### src/rtl/core_sequencer_if.sv
// Instruction-fetch handshake between the core sequencer (master) and imem (slave).
// req is held until gnt; rdata is qualified by rvalid.
interface core_sequencer_if #(
   parameter int XLEN = 64
);
   logic            imem_req;
   logic [XLEN-1:0] imem_addr;
   logic            imem_gnt;
   logic            imem_rvalid;
   logic [31:0]     imem_rdata;

   modport master (
      output imem_req, imem_addr,
      input  imem_gnt, imem_rvalid, imem_rdata
   );

   modport slave (
      input  imem_req, imem_addr,
      output imem_gnt, imem_rvalid, imem_rdata
   );
endinterface

### src/rtl/core_sequencer.sv
// Multi-cycle control FSM for the scalar RV64 core: fetch, decode, exec, writeback.
// Owns the PC, the retired-instruction counter and fault/halt state.
module core_sequencer #(
   parameter int              XLEN     = 64,
   parameter logic [XLEN-1:0] RESET_PC = '0,
   parameter int              TIMEOUT  = 16
) (
   input  logic                clk,
   input  logic                rst,
   core_sequencer_if.master    imem,
   output logic [31:0]         instr,
   input  logic                illegal,
   input  logic                stall,
   input  logic                branch_taken,
   input  logic [XLEN-1:0]     branch_target,
   output logic                rd_write_en,
   output logic [XLEN-1:0]     pc,
   output logic                retired,
   output logic [63:0]         instret,
   output logic                halted,
   output logic [1:0]          fault
);

   localparam logic [31:0] NOP = 32'h0000_0013;
   localparam int          CW  = (TIMEOUT < 2) ? 1 : $clog2(TIMEOUT);

   localparam logic [1:0] F_NONE     = 2'd0;
   localparam logic [1:0] F_ILLEGAL  = 2'd1;
   localparam logic [1:0] F_TIMEOUT  = 2'd2;
   localparam logic [1:0] F_MISALIGN = 2'd3;

   typedef enum logic [2:0] {
      FETCH_REQ, FETCH_WAIT, DECODE, EXEC, WB, HALT
   } state_t;

   state_t          state, state_nxt;
   logic [CW-1:0]   wait_cnt;
   logic [XLEN-1:0] npc;
   logic            timeout_hit;
   logic            misaligned;

   // Counter runs 0..TIMEOUT-1, so TIMEOUT silent cycles in FETCH_WAIT fault.
   assign timeout_hit = (wait_cnt == CW'(TIMEOUT - 1));
   assign misaligned  = branch_taken && (branch_target[1:0] != 2'b00);
   assign imem.imem_addr = pc;

   always_ff @(posedge clk) begin
      if (rst) state <= FETCH_REQ;
      else     state <= state_nxt;
   end

   always_comb begin
      state_nxt = state;
      case (state)
         FETCH_REQ:  if (imem.imem_gnt) state_nxt = FETCH_WAIT;
         FETCH_WAIT: begin
            if (imem.imem_rvalid)  state_nxt = DECODE;
            else if (timeout_hit)  state_nxt = HALT;
         end
         DECODE:     state_nxt = illegal ? HALT : EXEC;
         EXEC:       if (!stall) state_nxt = misaligned ? HALT : WB;
         WB:         state_nxt = FETCH_REQ;
         HALT:       state_nxt = HALT;
         default:    state_nxt = FETCH_REQ;
      endcase
   end

   always_comb begin
      imem.imem_req = 1'b0;
      rd_write_en   = 1'b0;
      retired       = 1'b0;
      halted        = 1'b0;
      case (state)
         FETCH_REQ: imem.imem_req = 1'b1;
         WB: begin
            rd_write_en = 1'b1;
            retired     = 1'b1;
         end
         HALT:      halted = 1'b1;
         default: ;
      endcase
   end

   always_ff @(posedge clk) begin
      if (rst) begin
         pc       <= RESET_PC;
         npc      <= RESET_PC;
         instr    <= NOP;
         instret  <= '0;
         fault    <= F_NONE;
         wait_cnt <= '0;
      end else begin
         case (state)
            FETCH_REQ: wait_cnt <= '0;
            FETCH_WAIT: begin
               // rvalid wins over the timeout on the last allowed cycle.
               if (imem.imem_rvalid)  instr    <= imem.imem_rdata;
               else if (timeout_hit)  fault    <= F_TIMEOUT;
               else                   wait_cnt <= wait_cnt + 1'b1;
            end
            DECODE: if (illegal) fault <= F_ILLEGAL;
            EXEC: begin
               // Branch inputs are only meaningful on the cycle stall drops.
               if (!stall) begin
                  if (misaligned) fault <= F_MISALIGN;
                  npc <= branch_taken ? branch_target : pc + XLEN'(4);
               end
            end
            WB: begin
               pc      <= npc;
               instret <= instret + 64'd1;
            end
            default: ;
         endcase
      end
   end

endmodule

### src/flat_wrapper.sv
// flat-port wrapper written by rule: the top's interface ports become plain ports
module core_sequencer_flat 
#(
   parameter int              XLEN     = 64,
   parameter logic [XLEN-1:0] RESET_PC = '0,
   parameter int              TIMEOUT  = 16
)
  (clk, rst, instr, illegal, stall, branch_taken, branch_target, rd_write_en, pc, retired, instret, halted, fault, imem_imem_req, imem_imem_addr, imem_imem_gnt, imem_imem_rvalid, imem_imem_rdata);
  core_sequencer_if #(.XLEN(XLEN)) imem_i ();
  input  logic clk;
  input  logic rst;
  output logic [31:0] instr;
  input  logic illegal;
  input  logic stall;
  input  logic branch_taken;
  input  logic [XLEN-1:0] branch_target;
  output logic rd_write_en;
  output logic [XLEN-1:0] pc;
  output logic retired;
  output logic [63:0] instret;
  output logic halted;
  output logic [1:0] fault;
  output wire logic [$bits(imem_i.imem_req)-1:0] imem_imem_req;
  output wire logic [$bits(imem_i.imem_addr)-1:0] imem_imem_addr;
  input wire logic [$bits(imem_i.imem_gnt)-1:0] imem_imem_gnt;
  input wire logic [$bits(imem_i.imem_rvalid)-1:0] imem_imem_rvalid;
  input wire logic [$bits(imem_i.imem_rdata)-1:0] imem_imem_rdata;
  assign imem_imem_req = imem_i.imem_req;
  assign imem_imem_addr = imem_i.imem_addr;
  assign imem_i.imem_gnt = imem_imem_gnt;
  assign imem_i.imem_rvalid = imem_imem_rvalid;
  assign imem_i.imem_rdata = imem_imem_rdata;
  core_sequencer #(.XLEN(XLEN), .RESET_PC(RESET_PC), .TIMEOUT(TIMEOUT)) u_core (.clk(clk), .rst(rst), .imem(imem_i), .instr(instr), .illegal(illegal), .stall(stall), .branch_taken(branch_taken), .branch_target(branch_target), .rd_write_en(rd_write_en), .pc(pc), .retired(retired), .instret(instret), .halted(halted), .fault(fault));
endmodule
### config.mk
export PLATFORM = sky130hd
export DESIGN_NAME = core_sequencer_flat
export DESIGN_NICKNAME = d
export VERILOG_FILES = /design/src/rtl/core_sequencer_if.sv /design/src/rtl/core_sequencer.sv /design/src/flat_wrapper.sv
export SDC_FILE = /design/constraint.sdc
export NUM_CORES = 1
export LEC_CHECK = 0
export CORE_UTILIZATION = 48
export CTS_CLUSTER_DIAMETER = 200
export DETAILED_ROUTE_END_ITERATION = 10
export HOLD_SLACK_MARGIN = 0.03
export PLACE_DENSITY_LB_ADDON = 0.2
export SYNTH_ARGS = -nofsm -noshare
export SYNTH_HDL_FRONTEND = slang
export SYNTH_SLANG_ARGS = --single-unit
### constraint.sdc
create_clock -name clk -period 3.2 [get_ports clk]
set_input_delay 0.64 -clock clk [delete_from_list [all_inputs] [get_ports clk]]
set_output_delay 0.64 -clock clk [all_outputs]
set_load 0.02 [all_outputs]
# Word level (Yosys, flattened, before mapping)
# Index checks and enable logic that the tools add are counted.
[op_classes]
mul = 0
addsub = 3
n_div = 0
bitwise = 1
mux = 20
n_reduce_logical = 10
magnitude_cmp = 0
shifts = 0
n_eq_ne = 14
[op_table]
columns = ["cell", "n"]
rows = [
  ["adder 64 x 1 -> 64 bit (second input constant)", 1],
  ["adder 64 x 3 -> 64 bit (second input constant)", 1],
  ["two-way mux 64 bit", 1],
  ["two-way mux 3 bit", 5],
  ["one-hot mux 3 bit (5 select lines)", 1],
  ["two-way mux 2 bit", 5],
  ["inequality test 2 bit (second input constant)", 5],
  ["two-way mux 4 bit", 2],
  ["one-hot mux 4 bit (2 select lines)", 1],
  ["equality test 3 x 2 -> 1 bit (second input constant)", 2],
  ["equality test 3 bit (second input constant)", 2],
  ["one-hot mux 2 bit (3 select lines)", 1],
  ["AND reduction 3 bit", 2],
  ["AND reduction 6 bit", 1],
  ["adder 4 x 1 -> 4 bit (second input constant)", 1],
  ["equality test 4 bit (second input constant)", 1],
  ["two-way mux 1 bit", 4],
  ["inequality test 2 x 1 -> 1 bit (second input constant)", 2],
  ["AND reduction 2 bit", 2],
  ["nonzero test 2 bit", 2],
  ["equality test 3 x 1 -> 1 bit (second input constant)", 1],
  ["logical NOT 3 bit", 1],
  ["inequality test 3 x 2 -> 1 bit (second input constant)", 1],
  ["nonzero test 3 bit", 1],
  ["other kinds (2)", 2],
]
[totals]
memories = 0
out_inout_bits = 230
ff_bits = 233
inputBits = 103
mem_bits_ro = 0
ramBits = 0
word_cells = 55
latch_bits = 0

# Longest topological paths before layout
# Gate-level depths: netlist (run 1).
[logic_depth]
ltp_word = 5
ltp_mapped = 9
mapped_depth_nobuf = 8

# Least setup slack after synthesis (run 1)
# No wires, ideal clock.
[synth_timing]
path_kind = "register to register"
start = "reg u_core.pc[2] (netlist: u_core.imem.imem_addr[2])"
end = "reg u_core.npc[26]"
setup_slack_ns = 0.770
required_time_ns = 3.135
arrival_time_ns = 2.365
path_stages_with_launch = 8
setup_ns = 0.065
synth_period_minus_slack_ns = 2.430
n_path_buf = 0
cell_sequence = "dfxtp_1 > ha_1 > nand4_2 > or4_1 > or4_1 > a311oi_1 > a21oi_1 > nor2_1"
[synth_via]
elab_chain_cells = 2
[synth_lines]
columns = ["item", "line_no", "source"]
rows = [
  ["start: declaration", "core_sequencer.sv:17", "output logic [XLEN-1:0] pc,"],
  ["start signal: assignment", "core_sequencer.sv:110", "pc <= npc;"],
  ["adder 64 x 3 -> 64 bit", "core_sequencer.sv:106", "npc <= branch_taken ? branch_target : pc + XLEN'(4);"],
  ["two-way mux 64 bit", "core_sequencer.sv:106", ""],
  ["end signal: assignment", "core_sequencer.sv:106", ""],
  ["end: declaration", "core_sequencer.sv:38", "logic [XLEN-1:0] npc;"],
]
# No other way between the ends.
# A chain may end at the register's enable or synchronous reset.

# Worst setup path in the final report (run 1)
[layout_timing]
start = "reg u_core.state[0]"
end = "out halted"
[layout_via]
elab_chain_cells = 2
[layout_lines]
columns = ["item", "line_no", "source"]
rows = [
  ["start: declaration", "core_sequencer.sv:36", "state_t state, state_nxt;"],
  ["start signal: assignment", "core_sequencer.sv:49", "else state <= state_nxt;"],
  ["equality test 3 bit", "core_sequencer.sv:73", "case (state)"],
  ["two-way mux 1 bit", "core_sequencer.sv:73", ""],
  ["end: declaration", "flat_wrapper.sv:21", "output logic halted;"],
]
# No other way between the ends.

==> results of run 1 <==
==> worst max path at each step <==
stage                                        start              to  slack [ns]  depth (start not counted)
after floorplan           u_core.imem.imem_addr[2]  u_core.npc[26]        0.77                          7
after global placement    u_core.imem.imem_addr[8]  u_core.npc[53]        0.67                          6
after detailed placement  u_core.imem.imem_addr[2]  u_core.npc[60]        0.60                          8
after CTS                          u_core.state[0]          halted        0.27                          4
after global routing               u_core.state[0]          halted        0.15                          4
final                              u_core.state[0]          halted        0.25                          4
==> layer usage <==
metal	up-vias	GRT usage	wire (um)	part of all wire
met2	416	0.446	15600	0.48
met3	62	0.0502	2450	0.075
li1	5242	-	-	-
met5	-	0	0	0
met1	5088	0.335	13400	0.41
met4	0	0.0933	1010	0.031
==> per-stage QoR <==
step / cells / setup slack (ns) / cell area [um2] / total power (uW)
after CTS: 1940 / 0.274 / 15100 / 6820
after global routing: 1941 / 0.151 / 15100 / 6990
after global placement: 1892 / 0.668 / 14200 / 3650
after floorplan: 1407 / 0.770 / 11100 / 3350
after detailed placement: 1892 / 0.595 / 14200 / 3650
final: 1941 / 0.250 / 15100 / 6760
==> area by class of cell <==
type,instances,area (um2)
well taps,285,357
repair buffers,352,3490
multi-input cells,1004,5580
diodes,1,2.50
clock inverters,10,128
clock buffers,38,797
inverters,18,67.6
fillers,1941,7620
flip-flops and latches,233,4660
==> worst register-to-register path, stage by stage (launching register included) <==
cell and delay [ns]:
dfxtp_1 0.44, ha_1 0.29, nand4_2 0.27, nor4_2 0.30, buf_4 0.19, nand4_1 0.35
nor4_1 0.48, xnor2_1 0.18, o22ai_1 0.10
==> synthesized netlist by cell type, types with 15 or more instances <==
library cell,count,area [um2]
a21oi_1,158,791
nor2_1,96,360
xnor2_1,36,315
xor2_1,75,657
nand4_1,44,275
and3_1,49,307
nand3_1,57,285
clkbuf_1,75,282
nand2_1,282,1060
buf_4,65,488
nor4_1,15,93.8
nor3_1,20,100
inv_1,16,60.1
o22ai_1,27,169
dfxtp_1,233,4660
==> cell usage in the layout (no fill, tap or decap), types with 5 or more instances in the layout <==
cell type | Yosys | routed
a211oi_1 | 5 | 5
a21oi_1 | 158 | 158
a311oi_1 | 6 | 6
a31oi_1 | 5 | 5
and2_1 | 6 | 6
and3_1 | 49 | 49
and4_1 | 12 | 12
buf_4 | 65 | 18
clkbuf_16 | 0 | 27
clkbuf_8 | 0 | 8
clkdlybuf4s50_1 | 0 | 330
clkinv_2 | 0 | 6
dfxtp_1 | 233 | 233
inv_1 | 16 | 16
mux2i_1 | 8 | 8
nand2_1 | 282 | 281
nand2b_1 | 8 | 8
nand3_1 | 57 | 57
nand4_1 | 44 | 44
nor2_1 | 96 | 96
nor3_1 | 20 | 20
nor4_1 | 15 | 14
nor4_2 | 6 | 7
o211ai_1 | 12 | 12
o21a_1 | 5 | 5
o21ai_0 | 10 | 10
o21ai_1 | 11 | 11
o22ai_1 | 27 | 27
o31ai_1 | 5 | 5
or3_1 | 10 | 10
or4_1 | 8 | 8
xnor2_1 | 36 | 36
xor2_1 | 75 | 75
==> power groups by stage <==
stage	registers [uW]	clock network, uW	logic (uW)
5_1_grt	2990	3350	647
3_3_place_gp	3050	0	598
4_1_cts	2990	3230	604
6_report	2990	3170	602
2_1_floorplan	3080	0	272
3_5_place_dp	3050	0	600
==> sequential cells by signal (all words and copies together), names as in the netlist <==
register	flops
u_core.state	3
u_core.fault	2
u_core.wait_cnt	4
u_core.npc	64
u_core.instr	32
u_core.imem.imem_addr	64
u_core.instret	64
==> logic make-up after synthesis <==
group | count (synthesis) | synth area share
AND/OR/NAND/NOR | 629 | 0.274
AO/OA/AOI/OAI | 253 | 0.128
flip-flops | 233 | 0.419
buffers and inverters | 170 | 0.0802
XOR/XNOR | 111 | 0.0874
multiplexers | 8 | 0.00720
adder cells (fa/ha/maj) | 3 | 0.00337
==> flow_metrics.env, run 1 <==
export IMPL_cts_inserted_buffers=26
export IMPL_cts_sinks=233
export IMPL_p_clk_frac=0.469
export IMPL_whs_ns=0.449
export IMPL_final_max_slew_violation_count=0
export IMPL_part_of_the_total_power_dissipated_in_combinational_logic=0.089
export IMPL_cp_arrival_ns=2.31
export IMPL_clk_root_buffer_cell="clkbuf_16"
export IMPL_p_leak_uw=0.00518
export IMPL_count_of_cells_along_the_worst_hold_path=2
export IMPL_maximum_number_of_pins_on_one_net_before_global_route_repair=132
export IMPL_timing_final_crit_share=0.922
export IMPL_path_delay_family="buffers and inverters"
export IMPL_timing_clock_skew_ns=0.0128
export IMPL_net_switching_power_uw=1590
export IMPL_setup_tns_final_ns=0
export IMPL_syn_to_final_growth_pct=35.7
export IMPL_timing_reg2reg_worst_path_depth=8
export IMPL_cp_end_kind="output port"
export IMPL_max_cap_violations=0
export IMPL_crit_chain="inv_1, nor2_1, and2_1, clkdlybuf4s50_1"
export IMPL_syn_cell_area_mm2=0.0111
export IMPL_synthesis_instances=1407
export IMPL_rsz0062_at_grt="false"
export IMPL_synth_warnings=0
export IMPL_grt_total_usage=0.264
export IMPL_grt_antenna_before_repair=1
export IMPL_drive_gt1_frac=0.0526
export IMPL_vdd_ir_drop_worst_mv=0.353
export IMPL_regToRegStartpoint="u_core.imem.imem_addr[3]"
export IMPL_internal_power_uw=5160
export IMPL_power_density_cell_area_mw_per_mm2=448
export IMPL_regToRegEndpoint="u_core.npc[58]"
export IMPL_ant_nets=0
export IMPL_start_util=0.490
export IMPL_via_count_of_the_first_global_routing_pass=9979
export IMPL_drt_pre_antenna_iters=5
export IMPL_grt_pass1_wl_um=51500
export IMPL_die_area_mm2=0.0238
export IMPL_synth_enable_flop_cells=0
export IMPL_clockBufferDepth=3
export IMPL_cts_repair_resized=0
export IMPL_timing_fmax_mhz=339
export IMPL_detailroute_via_count=10800
export IMPL_cts_hold_buffers=0
export IMPL_wirelength_um=32500
export IMPL_fp_row_count=55
export IMPL_setup_worst_path_class="flop to output port"
export IMPL_p_seq_frac=0.442
export IMPL_worst_r2r_setup_slack_ns=0.46
export IMPL_swShare=0.236
export IMPL_min_delay_worst_endpoint="u_core.imem.imem_addr[4]"
export IMPL_wl_per_cell_um=16.8
export IMPL_drtIter0Drc=615
export IMPL_slowest_cell_delay_on_critical_path_ns=0.64
export IMPL_die_width_um=154
export IMPL_critical_path_required_ns=2.56
export IMPL_drc_errors=0
export IMPL_critical_path_slowest_cell="clkdlybuf4s50_1"
export IMPL_setup_failing_eps_final=0
export IMPL_drt_vias_per_instance=5.57
export IMPL_status="finished, final reports clean"
export IMPL_relSlewSlack=0.480
export IMPL_report_final_hold_viol_count=0
export IMPL_tightest_slew_ns=0.780
export IMPL_cts_reportedPaths_clkPinSlew_ns=0.06
export IMPL_yosysSeqAreaShare=0.419
export IMPL_synth_cell_type_count=54
export IMPL_die_h_um=154
export IMPL_min_path_type="flop to flop"
export IMPL_cts_setup_buffers=0
export IMPL_postSynthRegisterBits=233
export IMPL_cts_htree_levels=1
export IMPL_synth_async_reset_ratio=0
export IMPL_place_detailed_hpwl_um=21500
export IMPL_critPathLaunchType="flop"
export IMPL_area_of_the_core_region_mm2=0.0227
export IMPL_min_delay_start="u_core.npc[4]"
export IMPL_cts_tree="yes"
export IMPL_final_net_count=1741
export IMPL_i_o_pin_count=333
export IMPL_insertion_delay_ns=0.52
export IMPL_synth_top_flop_cell="dfxtp_1"
export IMPL_cp_buf_inv_count=2
export IMPL_final_standard_cell_utilization_of_the_core=0.665
export IMPL_grt_overflow_total=0
export IMPL_period_minus_slack_ns=2.95
export IMPL_placement_io_buffers=332
export IMPL_critPathMaxFanout=11
export IMPL_gp_congestion=0.881
export IMPL_avg_inst_size_synth_um2=7.91
export IMPL_syn_nets=1513
(Power assumes the default switching activity.)
==> run 2: changes to the inputs <==
CORE_UTILIZATION = 51   (was 48)
SETUP_SLACK_MARGIN = 0.02   (was unset)
clock period = 3.53 ns   (was 3.2 ns; I/O delays follow)
==> flow_metrics.env, run 2 (synthesis gave the netlist of run 1 again) <==
export IMPL_critPathMaxFanout=11
export IMPL_drtIter0Drc=660
export IMPL_timing_fmax_mhz=339
export IMPL_die_area_mm2=0.0224
export IMPL_grt_total_usage=0.276
export IMPL_timing_final_crit_share=0.836
export IMPL_critical_path_slowest_cell="clkdlybuf4s50_1"
export IMPL_critical_path_required_ns=2.82
export IMPL_setup_worst_path_class="flop to output port"
export IMPL_cts_hold_buffers=0
export IMPL_setup_failing_eps_final=0
export IMPL_regToRegStartpoint="u_core.imem.imem_addr[2]"
export IMPL_drt_vias_per_instance=5.56
export IMPL_via_count_of_the_first_global_routing_pass=9986
export IMPL_detailroute_via_count=10700
export IMPL_die_h_um=150
export IMPL_p_leak_uw=0.00514
export IMPL_mostFrequentLayoutCell="clkdlybuf4s50_1"
export IMPL_min_path_type="flop to flop"
export IMPL_grt_antenna_before_repair=2
export IMPL_count_of_cells_along_the_worst_hold_path=2
export IMPL_power_density_cell_area_mw_per_mm2=399
export IMPL_cts_repair_resized=0
export IMPL_rsz0062_at_grt="false"
export IMPL_syn_to_final_growth_pct=35.0
export IMPL_drt_pre_antenna_iters=5
export IMPL_setup_tns_final_ns=0
export IMPL_cts_inserted_buffers=26
export IMPL_placement_io_buffers=332
export IMPL_critPathLaunchType="flop"
export IMPL_timing_reg2reg_worst_path_depth=7
export IMPL_cp_arrival_ns=2.25
export IMPL_vdd_ir_drop_worst_mv=0.369
export IMPL_slowest_cell_delay_on_critical_path_ns=0.64
export IMPL_cts_tree="yes"
export IMPL_min_delay_worst_endpoint="u_core.imem.imem_addr[33]"
export IMPL_final_net_count=1737
export IMPL_cts_setup_buffers=0
export IMPL_relSlewSlack=0.289
export IMPL_worst_r2r_setup_slack_ns=0.65
export IMPL_timing_clock_skew_ns=0.00946
export IMPL_status="finished, final reports clean"
export IMPL_period_minus_slack_ns=2.95
export IMPL_clk_root_buffer_cell="clkbuf_16"
export IMPL_gp_congestion=0.864
export IMPL_maximum_number_of_pins_on_one_net_before_global_route_repair=109
export IMPL_cts_reportedPaths_clkPinSlew_ns=0.06
export IMPL_report_final_hold_viol_count=0
export IMPL_grt_pass1_wl_um=50300
export IMPL_wl_per_cell_um=16.5
export IMPL_ant_nets=0
export IMPL_max_cap_violations=0
export IMPL_cp_end_kind="output port"
export IMPL_final_standard_cell_utilization_of_the_core=0.707
export IMPL_min_delay_start="u_core.npc[33]"
export IMPL_layout_common_cells="clkdlybuf4s50_1, nand2_1, dfxtp_1"
export IMPL_cts_sinks=233
export IMPL_drive_gt1_frac=0.0497
export IMPL_wirelength_um=31800
export IMPL_cts_htree_levels=1
export IMPL_grt_overflow_total=0
export IMPL_insertion_delay_ns=0.52
export IMPL_tightest_slew_ns=1.06
export IMPL_clockBufferDepth=3
export IMPL_i_o_pin_count=333
export IMPL_fp_row_count=53
export IMPL_place_detailed_hpwl_um=21400
export IMPL_final_max_slew_violation_count=0
export IMPL_drc_errors=0
export IMPL_crit_chain="inv_1, nor2_1, and2_1, clkdlybuf4s50_1"
export IMPL_start_util=0.524
export IMPL_area_of_the_core_region_mm2=0.0212
export IMPL_regToRegEndpoint="u_core.npc[58]"
export IMPL_die_width_um=150
## run 2: changes by cell type in the layout (fill, tap and decap cells not counted), sizes merged
cell / previous run / this run
bufinv: 3 / 2
buf: 22 / 18
clkbuf: 38 / 37
clkinv: 7 / 8
## run 2: power by group
part / switching, uW / internal [uW] / total [uW]
Sequential: 35.7 / 2670 / 2710
Combinational: 311 / 227 / 538
Clock: 1080 / 1670 / 2750
## run 2: layer usage
layer,part of all wire,global-route usage,vias to the layer above,wire length [um]
li1,-,-,5226,-
met1,0.42,0.349,5004,13200
met2,0.48,0.471,423,15300
met3,0.075,0.0494,58,2390
met4,0.028,0.0919,2,884
met5,0.00038,0,-,12
## run 2: per-stage QoR
stage / cell area, um2 / std cells / hold slack, ns / power (uW) / worst slack [ns]
finish: 15000 / 1926 / 0.450 / 5990 / 0.578
global route: 15000 / 1926 / 0.464 / 6190 / 0.447
CTS: 15000 / 1925 / 0.453 / 6040 / 0.585
detailed placement: 14100 / 1878 / 0.443 / 3300 / 0.756
global placement: 14100 / 1878 / 0.436 / 3300 / 0.871
floorplan: 11100 / 1407 / 0.432 / 3040 / 1.10
## run 2: how the worst max path moves through the flow
| stage | end | slack [ns] | start |
|---|---|---|---|
| 6_report | halted | 0.58 | u_core.state[0] |
| 5_1_grt | u_core.npc[58] | 0.45 | u_core.imem.imem_addr[2] |
| 4_1_cts | halted | 0.59 | u_core.state[0] |
| 3_5_place_dp | u_core.npc[60] | 0.76 | u_core.imem.imem_addr[2] |
| 3_3_place_gp | u_core.npc[60] | 0.87 | u_core.imem.imem_addr[2] |
| 2_1_floorplan | u_core.npc[26] | 1.10 | u_core.imem.imem_addr[2] |
## run 2: worst max-delay path: cells and delay by family, from the launching register on
| kind | cells | cell delay (ns) |
|---|---|---|
| flops | 1 | 0.53 |
| simple gates | 2 | 0.36 |
| buf+inv | 2 | 0.83 |
## run 2: layout make-up
type                            instances  area, um2
Fill cell                            1751       6210
Multi-Input combinational cell       1004       5580
Sequential cell                       233       4660
Timing Repair Buffer                  348       3460
Clock buffer                           37        772
Tap cell                              275        344
Clock inverter                         10        118
Inverter                               18       67.6
Antenna cell                            1       2.50
==> run 3: changes to the inputs <==
CORE_UTILIZATION = 48   (was 51)
clock period = 3 ns   (was 3.53 ns; I/O delays follow)
==> flow_metrics.env, run 3 (synthesis gave the netlist of run 1 again) <==
export IMPL_rsz0062_at_grt="false"
export IMPL_critical_path_slowest_cell="clkdlybuf4s50_1"
export IMPL_min_path_type="primary input to flop"
export IMPL_placed_area_mm2=0.0142
export IMPL_insertion_delay_ns=0.53
export IMPL_cts_tree="yes"
export IMPL_cts_htree_levels=1
export IMPL_place_detailed_hpwl_um=21300
export IMPL_die_width_um=154
export IMPL_cts_setup_buffers=0
export IMPL_cp_end_kind="output port"
export IMPL_critPathMaxFanout=11
export IMPL_detailroute_via_count=10800
export IMPL_via_count_of_the_first_global_routing_pass=10100
export IMPL_timing_fmax_mhz=368
export IMPL_tightest_slew_ns=0.915
export IMPL_mostFrequentLayoutCell="clkdlybuf4s50_1"
export IMPL_cp_arrival_ns=2.12
export IMPL_ant_nets=0
export IMPL_cts_reportedPaths_clkPinSlew_ns=0.06
export IMPL_layout_common_cells="clkdlybuf4s50_1, nand2_1, dfxtp_1"
export IMPL_timing_final_crit_share=0.907
export IMPL_crit_chain="inv_1, nor2_1, and2_1, clkdlybuf4s50_1"
export IMPL_setup_worst_path_class="flop to output port"
export IMPL_clk_root_buffer_cell="clkbuf_16"
export IMPL_clockBufferDepth=3
export IMPL_vdd_ir_drop_worst_mv=0.353
export IMPL_area_of_the_core_region_mm2=0.0227
export IMPL_relSlewSlack=0.386
export IMPL_fp_row_count=55
export IMPL_syn_to_final_growth_pct=35.7
export IMPL_placement_io_buffers=332
export IMPL_drtIter0Drc=656
export IMPL_drive_gt1_frac=0.0525
export IMPL_i_o_pin_count=333
export IMPL_grt_overflow_total=0
export IMPL_grt_antenna_before_repair=1
export IMPL_slowest_cell_delay_on_critical_path_ns=0.64
export IMPL_die_h_um=154
export IMPL_drt_vias_per_instance=5.55
export IMPL_drt_pre_antenna_iters=5
export IMPL_report_final_hold_viol_count=0
export IMPL_drc_errors=0
export IMPL_max_cap_violations=0
export IMPL_final_net_count=1746
export IMPL_wl_per_cell_um=16.6
export IMPL_power_density_cell_area_mw_per_mm2=473
export IMPL_post_route_standard_cell_area_excluding_fillers_mm2=0.0151
export IMPL_status="finished, final reports clean"
export IMPL_p_leak_uw=0.00518
export IMPL_die_area_mm2=0.0238
export IMPL_final_max_slew_violation_count=0
export IMPL_critPathLaunchType="flop"
export IMPL_cts_inserted_buffers=26
export IMPL_grt_total_usage=0.261
export IMPL_maximum_number_of_pins_on_one_net_before_global_route_repair=141
export IMPL_period_minus_slack_ns=2.72
export IMPL_setup_failing_eps_final=0
export IMPL_wirelength_um=32200
export IMPL_setup_tns_final_ns=0
export IMPL_sum_of_internal_switching_and_leakage_power_uw=7130
export IMPL_gp_congestion=0.858
export IMPL_critical_path_required_ns=2.40
export IMPL_grt_pass1_wl_um=51200
export IMPL_cts_sinks=233
export IMPL_start_util=0.490
export IMPL_timing_clock_skew_ns=0.0279
export IMPL_whs_ns=0.440
run 3: changes by cell type in the layout (fill, tap and decap cells not counted), moves of 2 or more:
cell / delta
buf_4: +9
clkbuf_1: +4
clkbuf_8: -2
clkinv_2: -3
run 3: stage by stage:
| stage | utilization | worst slack (ns) | instances |
|---|---|---|---|
| after floorplan | - | 0.570 | 1407 |
| after global placement | 0.625 | 0.504 | 1897 |
| after detailed placement | 0.625 | 0.446 | 1897 |
| after CTS | 0.665 | 0.126 | 1943 |
| after global routing | 0.665 | 0.132 | 1943 |
| final | 0.665 | 0.279 | 1944 |
run 3: what timing repair did:
action | CTS | global route
hold buffers | 0 | 0
endpoints found under the setup margin | 0 | 1
resized for setup | 0 | 1
run 3: layer usage:
| metal | vias up | part of all wire | global-route usage |
|---|---|---|---|
| met4 | 0 | 0.020 | 0.0752 |
| met5 | - | 0 | 0 |
| met3 | 50 | 0.077 | 0.0504 |
| met1 | 5059 | 0.42 | 0.329 |
| li1 | 5255 | - | - |
| met2 | 418 | 0.48 | 0.453 |
run 3: final cells by class:
class	count	area, um2
Antenna cell	1	2.50
Inverter	18	67.6
Clock inverter	6	108
Multi-Input combinational cell	1004	5580
Timing Repair Buffer	357	3530
Tap cell	285	357
Fill cell	1927	7610
Sequential cell	233	4670
Clock buffer	40	785
run 3: critical path: cells and delay by family (launching register included):
kind | cells | cell delay [ns]
simple gates | 2 | 0.39
buf+inv | 2 | 0.78
flops | 1 | 0.44
run 3: power breakdown:
| part | switching [uW] | internal (uW) |
|---|---|---|
| logic | 365 | 271 |
| clock network | 1270 | 2050 |
| registers | 40.9 | 3150 |
run 3: final timing paths:
| path | startpoint | endpoint | slack (ns) | depth (start not counted) |
|---|---|---|---|---|
| setup / recovery | u_core.state[0] | halted | 0.28 | 4 |
| hold / removal | rst | u_core.imem.imem_addr[56] | 0.44 | 2 |
| setup reg to reg | u_core.imem.imem_addr[2] | u_core.npc[58] | 0.35 | 7 |
| hold reg to reg | u_core.npc[9] | u_core.imem.imem_addr[9] | 0.44 | 2 |
==> RTL edit, RTL diff (settings of run 2) <==
The 6 states of `state_t` get a one-hot encoding in 6 bits.
--- a/src/rtl/core_sequencer.sv
+++ b/src/rtl/core_sequencer.sv
@@ -30,6 +30,6 @@
    localparam logic [1:0] F_MISALIGN = 2'd3;
 
-   typedef enum logic [2:0] {
-      FETCH_REQ, FETCH_WAIT, DECODE, EXEC, WB, HALT
+   typedef enum logic [5:0] {
+      FETCH_REQ = 6'b000001, FETCH_WAIT = 6'b000010, DECODE = 6'b000100, EXEC = 6'b001000, WB = 6'b010000, HALT = 6'b100000
    } state_t;
 
Formal check against the unedited RTL: same outputs for any inputs over 4 cycles, from zero or initial values and one cycle with rst high; so few cycles prove little.
==> RTL edit against run 2 <==
Sequential share of layout area shrank 0.070 points; setup slack got worse by 0.41 ns; final area rose by 1.5%; sequential cell count is 3 higher; area after synthesis grew 1.5%; first-iteration DRC count up 20%; routed wire length grew 3.2%; via count grew 3.2%; highest routed layer is now met4.
Power is not compared: it rests on default switching activity, and its combinational part moved more than twofold at a synthesized area within 25%.
==> RTL edit: results (changes against run 2) <==
SYNTH
----------------------------------------------------------------------------------------
Sequential share of the synthesized area                                           41.9%   -0.082 points
Most common library cells after synthesis                                   sky130_fd_sc_hd__nand2_1, sky130_fd_sc_hd__dfxtp_1, sky130_fd_sc_hd__a21oi_1
Area contributors post-synth                                                sky130_fd_sc_hd__dfxtp_1, sky130_fd_sc_hd__nand2_1, sky130_fd_sc_hd__a21oi_1, sky130_fd_sc_hd__xnor2_1, sky130_fd_sc_hd__buf_4
Avg Inst Size Synth                                                            7.85 um^2   -0.70%
Synthesized net count                                                               1544   +2.0%
Post-synthesis cell type count                                                        55   +1.9%
Most common flop cell mapped by yosys                                       sky130_fd_sc_hd__dfxtp_1

ROUTE
----------------------------------------------------------------------------------------
1st-iter DRT viols                                                                   794   +20%
Routed wirelength normalized by instance count                                   16.6 um   +0.62%
DRT Wirelength                                                                   32.8 mm   +3.2%
DRT Pass-1 Iters                                                                       5   unchanged
Vias post-DR                                                                       11100   +3.2%

LAYOUT
----------------------------------------------------------------------------------------
Number of filler cells placed in the layout                                         1803   +3.0%
Fraction of final layout cells sized beyond drive strength 1                       5.31%   +0.34 points
Net count of the finished layout                                                    1781   +2.5%

PLACEMENT
----------------------------------------------------------------------------------------
Final weighted congestion in routability-driven placement                          0.849   -1.7%
Number of placed instances with taps included                                       1926   +2.6%
Post-DP HPWL                                                                     21.9 mm   +2.5%

WORST SETUP PATH
----------------------------------------------------------------------------------------
Data arrival time at the worst-slack endpoint                                    2.65 ns   +0.40 ns
Category of cells accounting for the largest share of critical-path delay   simple AND/OR/NAND/NOR gates
Delay of the slowest critical-path stage                                         0.73 ns   +0.09 ns
Crit Path Max Fanout                                                                   8   -3

RUN STATUS
----------------------------------------------------------------------------------------
Outcome                                                                     finished, final reports clean

GRT
----------------------------------------------------------------------------------------
Global-route wire length before repair                                           51.5 mm   +2.4%
Number of global-route vias before repair                                          10100   +0.90%
Largest net degree at the start of global routing                                     90   -17%
All-Layer GR Usage                                                                 28.0%   +0.45 points

STA
----------------------------------------------------------------------------------------
Worst setup skew after layout                                                  0.0103 ns   +0.000846 ns
Slew HR                                                                            23.6%   -5.3 points

CLOCK TREE
----------------------------------------------------------------------------------------
CTS buffer count                                                                      27   +3.8%

==> RTL edit: path summary, 6_finish.rpt <==
check                                               from                        end  slack, ns  cells after the start
worst min register to register            u_core.npc[16]  u_core.imem.imem_addr[16]       0.45                      2
worst max-delay path                     u_core.state[1]              imem_imem_req       0.17                      3
worst max register to register  u_core.imem.imem_addr[2]             u_core.npc[58]       0.68                      8
worst min-delay path                      u_core.npc[16]  u_core.imem.imem_addr[16]       0.45                      2
==> RTL edit: routing by layer <==
layer | up-vias | GRT usage [%] | routed length [um]
met1 | 5200 | 38.2 | 14300
met5 | - | 0 | 0
met4 | 0 | 8.20 | 795
met3 | 55 | 3.67 | 2350
li1 | 5346 | - | -
met2 | 452 | 46.1 | 15300
==> RTL edit: cells by family after synthesis <==
family	Yosys count	synth area share [%]
simple gates	655	28.3
compound gates	250	11.9
flops	236	41.9
buf+inv	172	8.07
xor+xnor	117	9.08
mux	5	0.454
fa+ha+maj	3	0.333
==> RTL edit: area by class of cell <==
type | count | area, um^2 | share of cell area (%)
inverter | 29 | 109 | 0.714
clock inverter | 12 | 135 | 0.887
multi-input combinational | 1030 | 5670 | 37.2
tap | 280 | 350 | 2.30
antenna | 2 | 5.00 | 0.0328
sequential | 236 | 4720 | 31.0
timing repair buffer | 351 | 3500 | 23.0
clock buffer | 36 | 749 | 4.92
==> RTL edit: worst reg2reg max path, delay by kind of cell (launching register included) <==
family	cells	cell delay (ns)
AND/OR/NAND/NOR	4	1.50
flip-flops	1	0.49
adder cells (fa/ha/maj)	1	0.26
buffers and inverters	1	0.19
XOR/XNOR	1	0.17
AO/OA/AOI/OAI	1	0.09
==> RTL edit: power by group through the flow <==
stage	clock network, mW	logic, mW	registers (mW)
2_1_floorplan	0	0.0863	2.74
3_3_place_gp	0	0.241	2.73
3_5_place_dp	0	0.242	2.73
4_1_cts	2.84	0.243	2.67
5_1_grt	2.95	0.260	2.67
6_report	2.80	0.244	2.67
==> RTL edit: stage by stage <==
stage                     util (%)  setup slack, ns  area [um^2]
after floorplan                  -             1.22        11300
after global placement        66.0            0.724        14400
after detailed placement      66.0            0.695        14400
after CTS                     70.0            0.154        15200
after global routing          70.1           0.0967        15200
final                         70.1            0.170        15200
